File: src/rtl/hazard_pkg.sv
// Shared types and encodings for the pipeline hazard controller.
package hazard_pkg;

    typedef enum logic [1:0] {
        RUN       = 2'd0,
        MEM_WAIT  = 2'd1,
        INT_DRAIN = 2'd2,
        INT_ENTER = 2'd3
    } state_t;

    localparam logic [1:0] FWD_RF    = 2'd0;
    localparam logic [1:0] FWD_EXMEM = 2'd1;
    localparam logic [1:0] FWD_MEMWB = 2'd2;

    localparam logic [3:0] REG_ZERO = 4'd0;

    // A destination only matches a source when it is a real register (R0 is hardwired zero).
    function automatic logic reg_match(input logic [3:0] dst, input logic [3:0] src);
        return (dst != REG_ZERO) && (dst == src);
    endfunction

endpackage

File: src/rtl/hazard_ctrl_fwd_unit.sv
// Bypass select for one ID source operand; the younger MEM result wins over WB.
module fwd_unit
    import hazard_pkg::*;
(
    input  logic [3:0] rs,
    input  logic [3:0] mem_reg_dst,
    input  logic       mem_reg_wr,
    input  logic [3:0] wb_reg_dst,
    input  logic       wb_reg_wr,
    output logic [1:0] sel
);

    // Priority compare: MEM stage first, then WB, else register file.
    always_comb begin
        sel = FWD_RF;
        if (mem_reg_wr && reg_match(mem_reg_dst, rs)) begin
            sel = FWD_EXMEM;
        end else if (wb_reg_wr && reg_match(wb_reg_dst, rs)) begin
            sel = FWD_MEMWB;
        end
    end

endmodule

File: src/rtl/hazard_ctrl.sv
// Central hazard controller: stall/flush sequencing for memory waits,
// redirects, load-use bubbles and interrupt entry, plus ID bypass selects.
module hazard_ctrl
    import hazard_pkg::*;
#(
    parameter int DRAIN_CYCLES = 3,
    parameter int MEM_TIMEOUT  = 255,
    parameter int CNT_W        = 8
) (
    input  logic       clk,
    input  logic       rst_n,
    input  logic [3:0] id_rs1,
    input  logic [3:0] id_rs2,
    input  logic       id_rs1_used,
    input  logic       id_rs2_used,
    input  logic [3:0] ex_reg_dst,
    input  logic       ex_reg_wr,
    input  logic       ex_wb_sel,
    input  logic [3:0] mem_reg_dst,
    input  logic       mem_reg_wr,
    input  logic [3:0] wb_reg_dst,
    input  logic       wb_reg_wr,
    input  logic       redirect_ex,
    input  logic       returni_ex,
    input  logic       mem_req,
    input  logic       mem_ready,
    input  logic       interrupt_req,
    output logic       pc_stall,
    output logic       if_id_stall,
    output logic       if_id_flush,
    output logic       id_ex_stall,
    output logic       id_ex_flush,
    output logic       ex_mem_stall,
    output logic       ex_mem_flush,
    output logic       mem_wb_stall,
    output logic       mem_wb_flush,
    output logic [1:0] fwd_sel_rs1,
    output logic [1:0] fwd_sel_rs2,
    output logic       int_ack,
    output logic       int_active,
    output logic       mem_err
);

    localparam logic [CNT_W-1:0] DRAIN_LAST = CNT_W'(DRAIN_CYCLES - 1);
    // The counter holds the number of wait cycles already elapsed, so the
    // timeout fires in the wait cycle whose ordinal equals MEM_TIMEOUT.
    localparam logic [CNT_W-1:0] TIMEOUT_LAST = CNT_W'(MEM_TIMEOUT - 1);

    state_t           state, state_nxt;
    logic [CNT_W-1:0] cnt, cnt_nxt;
    logic             int_active_nxt;
    logic [1:0]       fwd1_raw, fwd2_raw;
    logic             mem_wait, redirect, load_use;
    logic             freeze, run_hazards;

    fwd_unit u_fwd_rs1 (
        .rs          (id_rs1),
        .mem_reg_dst (mem_reg_dst),
        .mem_reg_wr  (mem_reg_wr),
        .wb_reg_dst  (wb_reg_dst),
        .wb_reg_wr   (wb_reg_wr),
        .sel         (fwd1_raw)
    );

    fwd_unit u_fwd_rs2 (
        .rs          (id_rs2),
        .mem_reg_dst (mem_reg_dst),
        .mem_reg_wr  (mem_reg_wr),
        .wb_reg_dst  (wb_reg_dst),
        .wb_reg_wr   (wb_reg_wr),
        .sel         (fwd2_raw)
    );

    assign mem_wait = mem_req && !mem_ready;
    assign redirect = redirect_ex || returni_ex;
    assign load_use = ex_reg_wr && ex_wb_sel &&
                      ((id_rs1_used && reg_match(ex_reg_dst, id_rs1)) ||
                       (id_rs2_used && reg_match(ex_reg_dst, id_rs2)));

    // State, wait/drain counter and ISR flag registers.
    always_ff @(posedge clk or negedge rst_n) begin
        if (!rst_n) begin
            state      <= RUN;
            cnt        <= '0;
            int_active <= 1'b0;
        end else begin
            state      <= state_nxt;
            cnt        <= cnt_nxt;
            int_active <= int_active_nxt;
        end
    end

    // Next-state and stall/flush/bypass outputs; everything forced low during reset.
    always_comb begin
        state_nxt      = state;
        cnt_nxt        = cnt;
        int_active_nxt = int_active;
        freeze         = 1'b0;
        run_hazards    = 1'b0;
        pc_stall       = 1'b0;
        if_id_stall    = 1'b0;
        if_id_flush    = 1'b0;
        id_ex_stall    = 1'b0;
        id_ex_flush    = 1'b0;
        ex_mem_stall   = 1'b0;
        ex_mem_flush   = 1'b0;
        mem_wb_stall   = 1'b0;
        mem_wb_flush   = 1'b0;
        int_ack        = 1'b0;
        mem_err        = 1'b0;
        fwd_sel_rs1    = fwd1_raw;
        fwd_sel_rs2    = fwd2_raw;

        case (state)
            RUN: begin
                if (mem_wait) begin
                    freeze    = 1'b1;
                    state_nxt = MEM_WAIT;
                    cnt_nxt   = CNT_W'(1);
                end else begin
                    run_hazards = 1'b1;
                    if (interrupt_req && !int_active) begin
                        state_nxt = INT_DRAIN;
                        cnt_nxt   = '0;
                    end
                end
            end
            MEM_WAIT: begin
                if (mem_ready) begin
                    // Pipeline advances this cycle, so EX/ID hazards must be honoured now.
                    run_hazards = 1'b1;
                    state_nxt   = RUN;
                    cnt_nxt     = '0;
                end else if (cnt == TIMEOUT_LAST) begin
                    mem_err      = 1'b1;
                    mem_wb_flush = 1'b1;
                    state_nxt    = RUN;
                    cnt_nxt      = '0;
                end else begin
                    freeze  = 1'b1;
                    cnt_nxt = cnt + CNT_W'(1);
                end
            end
            INT_DRAIN: begin
                if (mem_wait) begin
                    freeze = 1'b1;
                end else begin
                    pc_stall = 1'b1;
                    if (redirect) begin
                        if_id_flush = 1'b1;
                        id_ex_flush = 1'b1;
                    end else if (load_use) begin
                        // Hold the dependent ID instruction rather than drop it.
                        if_id_stall = 1'b1;
                        id_ex_flush = 1'b1;
                    end else begin
                        if_id_flush = 1'b1;
                    end
                    if (cnt == DRAIN_LAST) begin
                        state_nxt = INT_ENTER;
                        cnt_nxt   = '0;
                    end else begin
                        cnt_nxt = cnt + CNT_W'(1);
                    end
                end
            end
            INT_ENTER: begin
                if (mem_wait) begin
                    freeze = 1'b1;
                end else begin
                    int_ack     = 1'b1;
                    if_id_flush = 1'b1;
                    id_ex_flush = redirect;
                    state_nxt   = RUN;
                    cnt_nxt     = '0;
                end
            end
            default: begin
                state_nxt = RUN;
                cnt_nxt   = '0;
            end
        endcase

        if (run_hazards) begin
            if (redirect) begin
                if_id_flush = 1'b1;
                id_ex_flush = 1'b1;
            end else if (load_use) begin
                pc_stall    = 1'b1;
                if_id_stall = 1'b1;
                id_ex_flush = 1'b1;
            end
        end

        if (freeze) begin
            pc_stall     = 1'b1;
            if_id_stall  = 1'b1;
            id_ex_stall  = 1'b1;
            ex_mem_stall = 1'b1;
            mem_wb_stall = 1'b1;
        end

        if (!freeze) begin
            if (state == INT_ENTER) begin
                int_active_nxt = 1'b1;
            end else if (returni_ex) begin
                int_active_nxt = 1'b0;
            end
        end

        if (!rst_n) begin
            pc_stall     = 1'b0;
            if_id_stall  = 1'b0;
            if_id_flush  = 1'b0;
            id_ex_stall  = 1'b0;
            id_ex_flush  = 1'b0;
            ex_mem_stall = 1'b0;
            ex_mem_flush = 1'b0;
            mem_wb_stall = 1'b0;
            mem_wb_flush = 1'b0;
            int_ack      = 1'b0;
            mem_err      = 1'b0;
            fwd_sel_rs1  = FWD_RF;
            fwd_sel_rs2  = FWD_RF;
        end
    end

endmodule

File: config.mk
export PLATFORM = sky130hd
export DESIGN_NAME = hazard_ctrl
export DESIGN_NICKNAME = d
export VERILOG_FILES = /design/src/rtl/hazard_pkg.sv /design/src/rtl/hazard_ctrl_fwd_unit.sv /design/src/rtl/hazard_ctrl.sv
export SDC_FILE = /design/constraint.sdc
export NUM_CORES = 1
export LEC_CHECK = 0
export ABC_AREA = 1
export CORE_MARGIN = 5
export CORE_UTILIZATION = 44
export CTS_CLUSTER_SIZE = 10
export DETAILED_ROUTE_END_ITERATION = 10
export HOLD_SLACK_MARGIN = 0.06
export PLACE_DENSITY_LB_ADDON = 0.2
export SETUP_SLACK_MARGIN = 0.15
export SKIP_LAST_GASP = 1
export SLEW_MARGIN = 40
export SYNTH_ARGS = -nofsm -noshare
export SYNTH_HDL_FRONTEND = slang
export SYNTH_SLANG_ARGS = --single-unit
export TNS_END_PERCENT = 5
File: constraint.sdc
create_clock -name clk -period 1.9 [get_ports clk]
set_input_delay 0.285 -clock clk [delete_from_list [all_inputs] [get_ports clk]]
set_output_delay 0.285 -clock clk [all_outputs]
set_load 0.01 [all_outputs]
==> impl_metrics.py <==
metrics = {
    "floorplan": {
        "rows": 19,
        "io_pins": 49,
        "core_um2": 2730,
        "start_util_pct": 45.6,
        "dieWidth_um": 63.2,
        "dieArea_um2": 4000,
        "die_height_um": 63.2,
    },
    "synth": {
        "async_flop_share_pct": 100,
        "synth_most_common_cell": "nand2_1",
        "netlist_area_um2": 1250,
        "synth-seq-area-share_pct": 22.1,
        "yosysWarnings": 0,
        "synth_nets": 238,
        "ys_ff_latch": 11,
        "synth_flop_cell": "dfrtp_1",
        "netlist.area_leader.share_pct": 22.1,
        "synth_edf_count": 0,
        "netlist.top_cell.by_area": "dfrtp_1",
        "syn_avg_cell_area_um2": 6.15,
        "synth.distinct_cells": 29,
        "synthTopCellsByCount": "52 x nand2_1, 26 x nor2_1, 24 x inv_1",
        "synth_area_leaders": "dfrtp_1 22%, nand2_1 16%, nor2_1 7.8%",
        "synthCells": 203,
    },
    "placement": {
        "place_area_um2": 2080,
        "preCtsSetupSlack_ps": -555,
        "dp_hpwl_mm": 3.37,
        "place_inst": 323,
        "place_congestion": 0.927,
        "port_buffers": 47,
    },
    "global_route": {
        "antenna_found_initial": 0,
        "grt-ovfl-total": 0,
        "grt_max_degree": 9,
        "grt_pass1_wl_mm": 7.74,
        "grt_usage_pct": 23.6,
        "grt_pass1_vias": 1829,
    },
    "worst_setup_path": {
        "r2r_end": "state[0]",
        "critical_path_required_ps": 1620,
        "critPathCaptureType": "output port",
        "reg2reg_from": "cnt[0]",
        "reg2reg_slack_ps": -100,
        "path_class": "flop to output port",
        "critPathArrivalTime_ps": 1730,
        "reg2reg_depth": 16,
        "crit_path_start_kind": "flop",
        "critical_path.max_fanout": 2,
    },
    "power_and_ir_drop": {
        "p_per_area_nw_per_um2": 857,
        "vdd_ir_drop_max_mv": 0.746,
        "static-leakage-power_nw": 1.16,
        "power.total_mw": 1.94,
    },
    "clocking": {
        "cts_root_buf": "clkbuf_4",
        "clock_path_buffers": 2,
        "cts_made_buffers": 3,
        "cts_tree": "built",
        "clk_latency_ps": 270,
        "cts_sinks": 11,
        "htreeDepth": 1,
        "ctsHoldBuffers": 0,
        "clk_pin_slew_worst_paths_ps": 70,
    },
    "routing": {
        "wl_per_cell_um": 14.0,
        "num_vias": 1819,
        "wl_mm": 4.81,
        "firstDrtPassIters": 4,
        "ant_nets": 0,
        "drtIter0Drc": 129,
        "drt-vias-per-instance": 5.32,
        "route.detailed.drc": 0,
    },
    "cells_and_area": {
        "fin_cells": 342,
        "drive_above_1_share_pct": 33.8,
        "areaGrowthSynthToFinish_pct": 81.2,
        "final_net_count": 347,
        "seq_area_um2": 275,
        "multi_input_area_um2": 897,
        "fillers": 185,
        "final_util_pct": 82.7,
        "diodes": 0,
        "design_area_um2": 2260,
    },
    "run_status": {
        "violations": "negative setup slack",
        "status": "finished, violations left",
    },
    "sta": {
        "fmax_mhz": 497,
        "period_share_pct": 106,
        "setup_viol": 12,
        "whs_ps": 350,
        "fin_crit_ps": 2010,
        "rsz0062_at_grt": "true",
        "fin_ws_ps": -110,
        "hold_violations": 0,
        "tns_ps": -794,
        "clock_skew_ps": 1.72,
        "drv_slew": 0,
    },
    "job": {
        "drv_cap": 0,
    },
    "min_path": {
        "holdCritPathClass": "input pin to asynchronous set/reset pin",
    },
}
==> power breakdown <==
part / switching (mW) / total [mW] / internal, mW
Clock: 0.0843 / 0.166 / 0.0814
Combinational: 0.687 / 1.42 / 0.738
Sequential: 0.0558 / 0.347 / 0.291
Total: 0.827 / 1.94 / 1.11
==> kinds of logic after synthesis <==
| kind of cell | after synthesis | share of synthesized area, % |
|---|---|---|
| AND/OR/NAND/NOR | 117 | 44.2 |
| buffers and inverters | 33 | 11.3 |
| AO/OA/AOI/OAI | 29 | 13.0 |
| flip-flops | 11 | 22.1 |
| XOR/XNOR | 10 | 7.02 |
| adder cells (fa/ha/maj) | 2 | 2.01 |
| other | 1 | 0.301 |
==> cell type report <==
class	instances	share of cell area, %
inverter	29	4.93
multi-input combinational	159	39.7
sequential	11	12.2
timing repair buffer	108	40.3
tap	31	1.72
clock buffer	4	1.16
==> how the worst max path moves through the flow <==
| stage | start | endpoint | slack [ps] | cells past startpoint |
|---|---|---|---|---|
| finish | cnt[0] | pc_stall | -110 | 10 |
| global route | ex_reg_dst[3] | pc_stall | -210 | 10 |
| CTS | cnt[0] | pc_stall | -60 | 10 |
| detailed placement | mem_reg_dst[0] | fwd_sel_rs1[0] | -550 | 8 |
| global placement | id_rs2[2] | id_ex_flush | -490 | 10 |
| floorplan | cnt[0] | mem_wb_flush | 190 | 6 |
==> flip-flops by register name, indices dropped and copies added, names as in the netlist <==
register    cells
cnt             8
int_active      1
state           2
==> metal layers <==
| metal | GRT usage, % | share of wire, % | vias to the layer above |
|---|---|---|---|
| li1 | - | - | 870 |
| met1 | 24.6 | 38 | 830 |
| met2 | 44.7 | 52 | 101 |
| met3 | 4.80 | 8.5 | 18 |
| met4 | 10.4 | 2.3 | 0 |
| met5 | 0 | 0 | - |
==> cell usage in the layout (no fill, tap or decap), types with 2 or more instances in the layout <==
| cell | netlist | routed |
|---|---|---|
| buf_2 | 0 | 5 |
| nand3_1 | 9 | 8 |
| nand2_4 | 3 | 4 |
| xnor2_1 | 4 | 4 |
| clkdlybuf4s50_1 | 0 | 21 |
| nand2_1 | 52 | 49 |
| dlygate4sd2_1 | 0 | 15 |
| inv_1 | 24 | 21 |
| o21ai_1 | 7 | 7 |
| nand2_2 | 3 | 5 |
| o21ai_0 | 7 | 7 |
| a21oi_2 | 0 | 2 |
| buf_4 | 4 | 53 |
| nor2_4 | 0 | 2 |
| a21oi_1 | 7 | 5 |
| nand4_1 | 5 | 5 |
| dfrtp_1 | 11 | 11 |
| xor2_1 | 6 | 6 |
| clkdlybuf4s15_2 | 0 | 2 |
| nor2_2 | 5 | 4 |
| clkbuf_4 | 0 | 3 |
| o22ai_1 | 5 | 5 |
| clkdlybuf4s15_1 | 0 | 3 |
| nor3_1 | 5 | 5 |
| inv_2 | 4 | 7 |
| nor3b_2 | 0 | 2 |
| nor2_1 | 26 | 25 |
| buf_6 | 0 | 8 |
| and2_1 | 2 | 2 |
==> critical path: stages, from the launching register on <==
cell and delay [ps]:
dfrtp_1 390, inv_2 90, ha_4 150, nand3_2 60
or2_4 270, nand2_4 70, nand2_4 60, nor2_4 100
buf_6 100, a21oi_2 30, buf_2 130
==> what timing repair did <==
| item | CTS | global route |
|---|---|---|
| buffers inserted | 12 | 3 |
| endpoints found under the hold margin | 0 | 0 |
| pin swaps | 9 | 3 |
| gates cloned | 0 | 0 |
| resized for setup | 69 | 6 |
| setup endpoints to repair | 14 | 15 |
Power figures use the tool's default switching activity.
